### config.mk
export PLATFORM = sky130hd
export DESIGN_NAME = system_sequencer
export DESIGN_NICKNAME = d
export VERILOG_FILES = /design/src/rtl/system_sequencer.sv
export SDC_FILE = /design/constraint.sdc
export NUM_CORES = 1
export LEC_CHECK = 0
export ABC_AREA = 1
export CAP_MARGIN = 20
export CORE_ASPECT_RATIO = 1.1
export CORE_MARGIN = 2
export CORE_UTILIZATION = 45
export CTS_BUF_LIST = sky130_fd_sc_hd__clkbuf_16
export CTS_CLUSTER_SIZE = 40
export DETAILED_ROUTE_END_ITERATION = 8
export PLACE_DENSITY = 0.78
export SLEW_MARGIN = 20
export SYNTH_ARGS = -nofsm -noshare
export SYNTH_HDL_FRONTEND = slang
export SYNTH_SLANG_ARGS = --single-unit
### constraint.sdc
create_clock -name clock -period 9.4 [get_ports clock]
set_input_delay 1.88 -clock clock [delete_from_list [all_inputs] [get_ports clock]]
set_output_delay 1.88 -clock clock [all_outputs]
set_load 0.01 [all_outputs]
### src/rtl/system_sequencer.sv
// System sequencer: walks a program through load, execution, halt/fault and
// host debug access, and owns the single RAM port on behalf of the loader,
// the CPU and the debug port.
module system_sequencer #(
  parameter int MEM_ADDR_SIZE     = 8,
  parameter int WORD_SIZE         = 16,
  parameter int CYCLE_W           = 32,
  parameter int LOAD_TIMEOUT      = 1024,
  parameter int EXEC_TIMEOUT      = 65536,
  parameter int RELOAD_ON_RESTART = 1
) (
  input  logic                     clock,
  input  logic                     reset,
  input  logic                     start,
  input  logic                     abort,
  input  logic                     load_complete,
  input  logic [MEM_ADDR_SIZE-1:0] loader_addr,
  input  logic [WORD_SIZE-1:0]     loader_wdata,
  input  logic                     loader_we,
  input  logic [MEM_ADDR_SIZE-1:0] cpu_addr,
  input  logic [WORD_SIZE-1:0]     cpu_wdata,
  input  logic                     cpu_we,
  input  logic                     cpu_re,
  input  logic                     cpu_halted,
  input  logic                     dbg_req,
  input  logic                     dbg_we,
  input  logic [MEM_ADDR_SIZE-1:0] dbg_addr,
  input  logic [WORD_SIZE-1:0]     dbg_wdata,
  input  logic [WORD_SIZE-1:0]     mem_rdata,
  output logic [MEM_ADDR_SIZE-1:0] mem_addr,
  output logic [WORD_SIZE-1:0]     mem_wdata,
  output logic                     mem_we,
  output logic                     mem_re,
  output logic                     start_load,
  output logic                     cpu_execute,
  output logic                     cpu_restart,
  output logic                     dbg_ack,
  output logic [WORD_SIZE-1:0]     dbg_rdata,
  output logic [2:0]               state_out,
  output logic [1:0]               fault_code,
  output logic [CYCLE_W-1:0]       exec_cycles
);

  typedef enum logic [2:0] {
    ST_IDLE      = 3'd0,
    ST_LOADING   = 3'd1,
    ST_EXECUTING = 3'd2,
    ST_HALTED    = 3'd3,
    ST_FAULT     = 3'd4,
    ST_DEBUG     = 3'd5
  } state_t;

  localparam logic [1:0] FC_NONE  = 2'd0;
  localparam logic [1:0] FC_LOAD  = 2'd1;
  localparam logic [1:0] FC_EXEC  = 2'd2;
  localparam logic [1:0] FC_ABORT = 2'd3;

  // Last cycle index before each watchdog fires (only meaningful when enabled).
  localparam logic [31:0]        LOAD_LAST = 32'(LOAD_TIMEOUT - 1);
  localparam logic [CYCLE_W-1:0] EXEC_LAST = CYCLE_W'(EXEC_TIMEOUT - 1);

  // Where a start from HALTED/FAULT lands.
  localparam state_t RESTART_STATE = (RELOAD_ON_RESTART != 0) ? ST_LOADING : ST_EXECUTING;

  state_t      state;
  state_t      state_nxt;
  state_t      ret_state;     // state to return to after a debug access
  logic        dbg_second;    // high during the second (data-wait) debug cycle
  logic        dbg_rd;        // the current debug access is a read
  logic [31:0] timer;         // cycles spent in LOADING
  logic [1:0]  fault_nxt;
  logic        restart;
  logic        load_wd_hit;
  logic        exec_wd_hit;

  assign load_wd_hit = (LOAD_TIMEOUT != 0) && (timer == LOAD_LAST);
  assign exec_wd_hit = (EXEC_TIMEOUT != 0) && (exec_cycles == EXEC_LAST);

  assign start_load = (state == ST_LOADING);
  assign state_out  = state;

  // State register.
  always_ff @(posedge clock or posedge reset) begin
    if (reset) state <= ST_IDLE;
    else       state <= state_nxt;
  end

  // Next state, fault cause and restart decision; abort beats completion beats watchdog.
  always_comb begin
    state_nxt = state;
    fault_nxt = fault_code;
    restart   = 1'b0;
    case (state)
      ST_IDLE: begin
        if (start)        state_nxt = ST_LOADING;
        else if (dbg_req) state_nxt = ST_DEBUG;
      end
      ST_LOADING: begin
        if (abort) begin
          state_nxt = ST_FAULT;
          fault_nxt = FC_ABORT;
        end else if (load_complete) begin
          state_nxt = ST_EXECUTING;
        end else if (load_wd_hit) begin
          state_nxt = ST_FAULT;
          fault_nxt = FC_LOAD;
        end
      end
      ST_EXECUTING: begin
        if (abort) begin
          state_nxt = ST_FAULT;
          fault_nxt = FC_ABORT;
        end else if (cpu_halted) begin
          state_nxt = ST_HALTED;
        end else if (exec_wd_hit) begin
          state_nxt = ST_FAULT;
          fault_nxt = FC_EXEC;
        end
      end
      ST_HALTED, ST_FAULT: begin
        if (start) begin
          state_nxt = RESTART_STATE;
          fault_nxt = FC_NONE;
          restart   = 1'b1;
        end else if (dbg_req) begin
          state_nxt = ST_DEBUG;
        end
      end
      ST_DEBUG: begin
        if (dbg_second) state_nxt = ret_state;
      end
      default: state_nxt = ST_IDLE;
    endcase
  end

  // Control registers, counters and the debug handshake.
  always_ff @(posedge clock or posedge reset) begin
    if (reset) begin
      cpu_execute <= 1'b0;
      cpu_restart <= 1'b0;
      fault_code  <= FC_NONE;
      timer       <= '0;
      exec_cycles <= '0;
      ret_state   <= ST_IDLE;
      dbg_second  <= 1'b0;
      dbg_rd      <= 1'b0;
      dbg_ack     <= 1'b0;
      dbg_rdata   <= '0;
    end else begin
      cpu_execute <= (state_nxt == ST_EXECUTING);
      cpu_restart <= restart;
      fault_code  <= fault_nxt;

      if (state == ST_LOADING && state_nxt == ST_LOADING) timer <= timer + 32'd1;
      else                                                 timer <= '0;

      if ((state == ST_IDLE && state_nxt == ST_LOADING) || restart)
        exec_cycles <= '0;
      else if (state == ST_EXECUTING && exec_cycles != '1)
        exec_cycles <= exec_cycles + CYCLE_W'(1);

      if (state != ST_DEBUG && state_nxt == ST_DEBUG) ret_state <= state;

      dbg_second <= (state == ST_DEBUG) && !dbg_second;
      if (state == ST_DEBUG && !dbg_second) dbg_rd <= !dbg_we;

      dbg_ack <= (state == ST_DEBUG) && dbg_second;
      if (state == ST_DEBUG && dbg_second && dbg_rd) dbg_rdata <= mem_rdata;
    end
  end

  // RAM port mux: only the owner of the current state may touch memory.
  always_comb begin
    mem_addr  = '0;
    mem_wdata = '0;
    mem_we    = 1'b0;
    mem_re    = 1'b0;
    case (state)
      ST_LOADING: begin
        mem_addr  = loader_addr;
        mem_wdata = loader_wdata;
        mem_we    = loader_we;
      end
      ST_EXECUTING: begin
        mem_addr  = cpu_addr;
        mem_wdata = cpu_wdata;
        mem_we    = cpu_we;
        mem_re    = cpu_re;
      end
      ST_DEBUG: begin
        if (!dbg_second) begin
          mem_addr  = dbg_addr;
          mem_wdata = dbg_wdata;
          mem_we    = dbg_we;
          mem_re    = !dbg_we;
        end
      end
      default: ;
    endcase
  end

endmodule

==> summary.txt <==
Outcome
  – Status: finished, final reports clean

Route
  – Via count: 5162
  – Via/cell ratio: between 4 and 5
  – Final ANT Viol Nets: 0
  – DRC viols: 0
  – 1st-pass router iterations: 4
  – Initial DRC Count: 252
  – Drt wl/cell: about 14 µm
  – Final WL: 14300 µm

Synth
  – Ys flop type: dfrtp_1
  – Synth Area in Simple Gates: 37.4%
  – Compound-Gate Fraction of Synth Area: 4.34%
  – Yosys warns: 0
  – Cell variety after synth: 38
  – Post-synthesis async set-or-reset flop share: 100%
  – Post-synth EDFFs: 0
  – Mux cell area share after synthesis: 3.19%
  – Synthesized instance count: 698
  – Syn avg cell area: about 8.1 µm²
  – Largest family of logic cells by synthesized area: simple AND/OR/NAND/NOR gates
  – Xor/xnor share of the synthesized area: 6.82%
  – Register area share after synthesis: 41.2%
  – Flops & latches, synth: 93
  – Synth Area in Adders: 0.443%
  – Post-Synthesis Cell Area: 0.00565 mm²
  – Mapped Nets: 799

Clocking
  – Worst-skew pair later-pin latency: about 0.34 ns
  – Clock Sinks: 93
  – Clock Tree Root: clkbuf_16
  – Clk buf depth: 2
  – Post-CTS Hold Buffers: 0
  – CTS clock-pin slew for the worst setup and hold paths: 0.06 ns
  – Postcts setup bufs: 0
  – CTS H-Tree Depth: 3
  – CTS tree: built
  – CTS resizes: 0
  – Number of buffers created by CTS: 9

Worst setup path
  – Setup Crit Path Kind: input port to output pin
  – Worst setup SP type: input port
  – Worst path required time: 7.52 ns
  – Crit end category: output pin
  – Crit Path Max Fanout: 2
  – CP arrival: 3.19 ns

Place
  – Gpl congestion: about 0.85
  – DP HPWL: 10900 µm
  – Port buffer count: 181

Final layout
  – Area grow syn2layout: 38.9%
  – Layout Nets: 977
  – Layout cells sized above 1: 10.8%
  – Antenna Cells: 0

Global route
  – Initial antenna violation count: 0
  – First-pass GRT wire length: 24100 µm
  – Congestion Overflow GR: 0
  – Tot GR Track Use: 21.9%
  – Vias in the first global route: roughly 5k
  – Largest net degree at the start of global routing: 75

STA
  – Final hold viol count: 0
  – Unrepaired setup endpoints after global routing: no
  – Tcrit/Tclk final: 53.9%
  – Clock skew: 0.00915 ns
  – Final min period: 5.07 ns
  – Hold slack: roughly 0.48 ns
  – Slew Viols, Final: 0
  – Final setup TNS: 0 ns
  – Final setup viols: 0
  – Slew HR: around two fifths
  – Highest clock rate: 0.197 GHz
  – Slew @ Worst Pin: 0.923 ns

Floorplan
  – # rows: 42
  – Initial Util: a little under half
  – IO Pins: 182
  – Total die area: 0.0135 mm²
  – Core area: 0.0121 mm²
  – Chip height: 122 µm
  – Die W: around 110 µm

Worst hold path
  – Worst Hold Class: register to register

Pwr
  – Cell area power density: 204 mW/mm²
  – Worst IR drop on VDD: 0.146 mV
  – Leakage dissipation: 3.22 nW

Run
  – Max cap viols: 0
==> through the flow <==
step           power [mW]  setup slack (ns)  area, µm²  utilization, %  cells
2_1_floorplan       0.938              5.10       5650               -    698
3_3_place_gp         1.25              4.34       7560            62.3   1019
3_5_place_dp         1.26              4.35       7560            62.3   1019
4_1_cts              1.62              4.34       7840            64.6   1035
5_1_grt              1.70              4.27       7840            64.6   1035
6_report             1.60              4.33       7840            64.6   1035
==> critical path: stages <==
cell and delay (ns):
clkdlybuf4s50_1 0.42, nand2_1 0.07, inv_1 0.08, a221o_1 0.26
clkdlybuf4s50_1 0.48
==> cells by family (layout without fill, tap and decap cells) <==
kind of cell,count (synthesis),in the layout
simple gates,421,421
xor+xnor,44,44
fa+ha+maj,2,2
mux,16,16
flops,93,93
buf+inv,85,268
compound gates,37,37
==> flip-flops by register name, summed over array words and instances, names as in the netlist <==
name	flops
cpu_execute	1
cpu_restart	1
dbg_ack	1
dbg_rd	1
dbg_rdata	16
dbg_second	1
exec_cycles	32
fault_code	2
ret_state	3
state_out	3
timer	32
==> routing by layer <==
layer,up-vias,routed length [µm],track usage [%]
met5,-,0,0
met4,0,312,7.81
met3,22,697,5.29
met2,116,7290,37.7
met1,2423,6040,27.0
li1,2601,-,-
==> path summary, 6_finish.rpt <==
kind                                   start              end  depth (start not counted)  slack [ns]
worst min-delay path            ret_state[2]     ret_state[2]                          2        0.48
max in group asynchronous              reset     dbg_rdata[3]                          3        6.38
worst min register to register  ret_state[2]     ret_state[2]                          2        0.48
min in group asynchronous              reset  exec_cycles[29]                          2        1.83
worst max-delay path                  dbg_we           mem_we                          5        4.33
worst max register to register      timer[0]  exec_cycles[30]                         13        6.50
==> cells in the final DEF (no fill, tap or decap), drive strengths merged <==
cell type,n
a311oi,1
ha,2
a221o,1
nor2,143
nor3,27
o22ai,1
a221oi,1
and2,1
o21a,1
a22oi,17
clkinv,6
a21oi,6
clkinvlp,1
inv,68
buf,2
clkdlybuf4s50,181
nand4,21
xnor2,11
mux2,16
nand3,40
xor2,33
nor4,4
nor3b,4
dfrtp,93
clkbuf,9
nand2,180
nand3b,1
bufinv,1
o21ai,8
a31oi,1
==> power breakdown <==
group	total [mW]	internal, mW	leakage (nW)	switching (mW)
Sequential	0.505	0.463	1.24	0.0418
Combinational	0.742	0.344	1.84	0.398
Clock	0.351	0.202	0.139	0.149
==> synth_stat cells (3+ instances only) <==
cell / n / share of area, %
nand4_1: 20 / 2.2
xnor2_1: 11 / 1.7
mux2_2: 16 / 3.2
inv_2: 3 / 0.20
buf_2: 3 / 0.27
nand3_1: 36 / 3.2
nor2_2: 9 / 1.0
nor4_1: 4 / 0.44
buf_12: 3 / 1.1
nand3_2: 4 / 0.71
nor3b_1: 4 / 0.53
a21oi_1: 6 / 0.53
nand2_4: 3 / 0.60
nor3_2: 4 / 0.71
nor2_1: 100 / 6.6
nor2_4: 34 / 6.8
a22oi_1: 17 / 2.3
o21ai_0: 8 / 0.71
dfrtp_1: 93 / 41
nand2_2: 6 / 0.66
clkbuf_1: 8 / 0.53
xor2_1: 33 / 5.1
nand2_1: 171 / 11
inv_1: 64 / 4.3
nor3_1: 23 / 2.0
==> cell type report <==
cell class	instances	area, µm²
clock buffer	9	225
clock inverter	7	57.6
fill	1020	4300
inverter	69	262
multi-input combinational	520	2950
sequential	93	2330
tap	154	193
timing repair buffer	183	1830
Note: power is estimated with default switching activity, not from simulation.
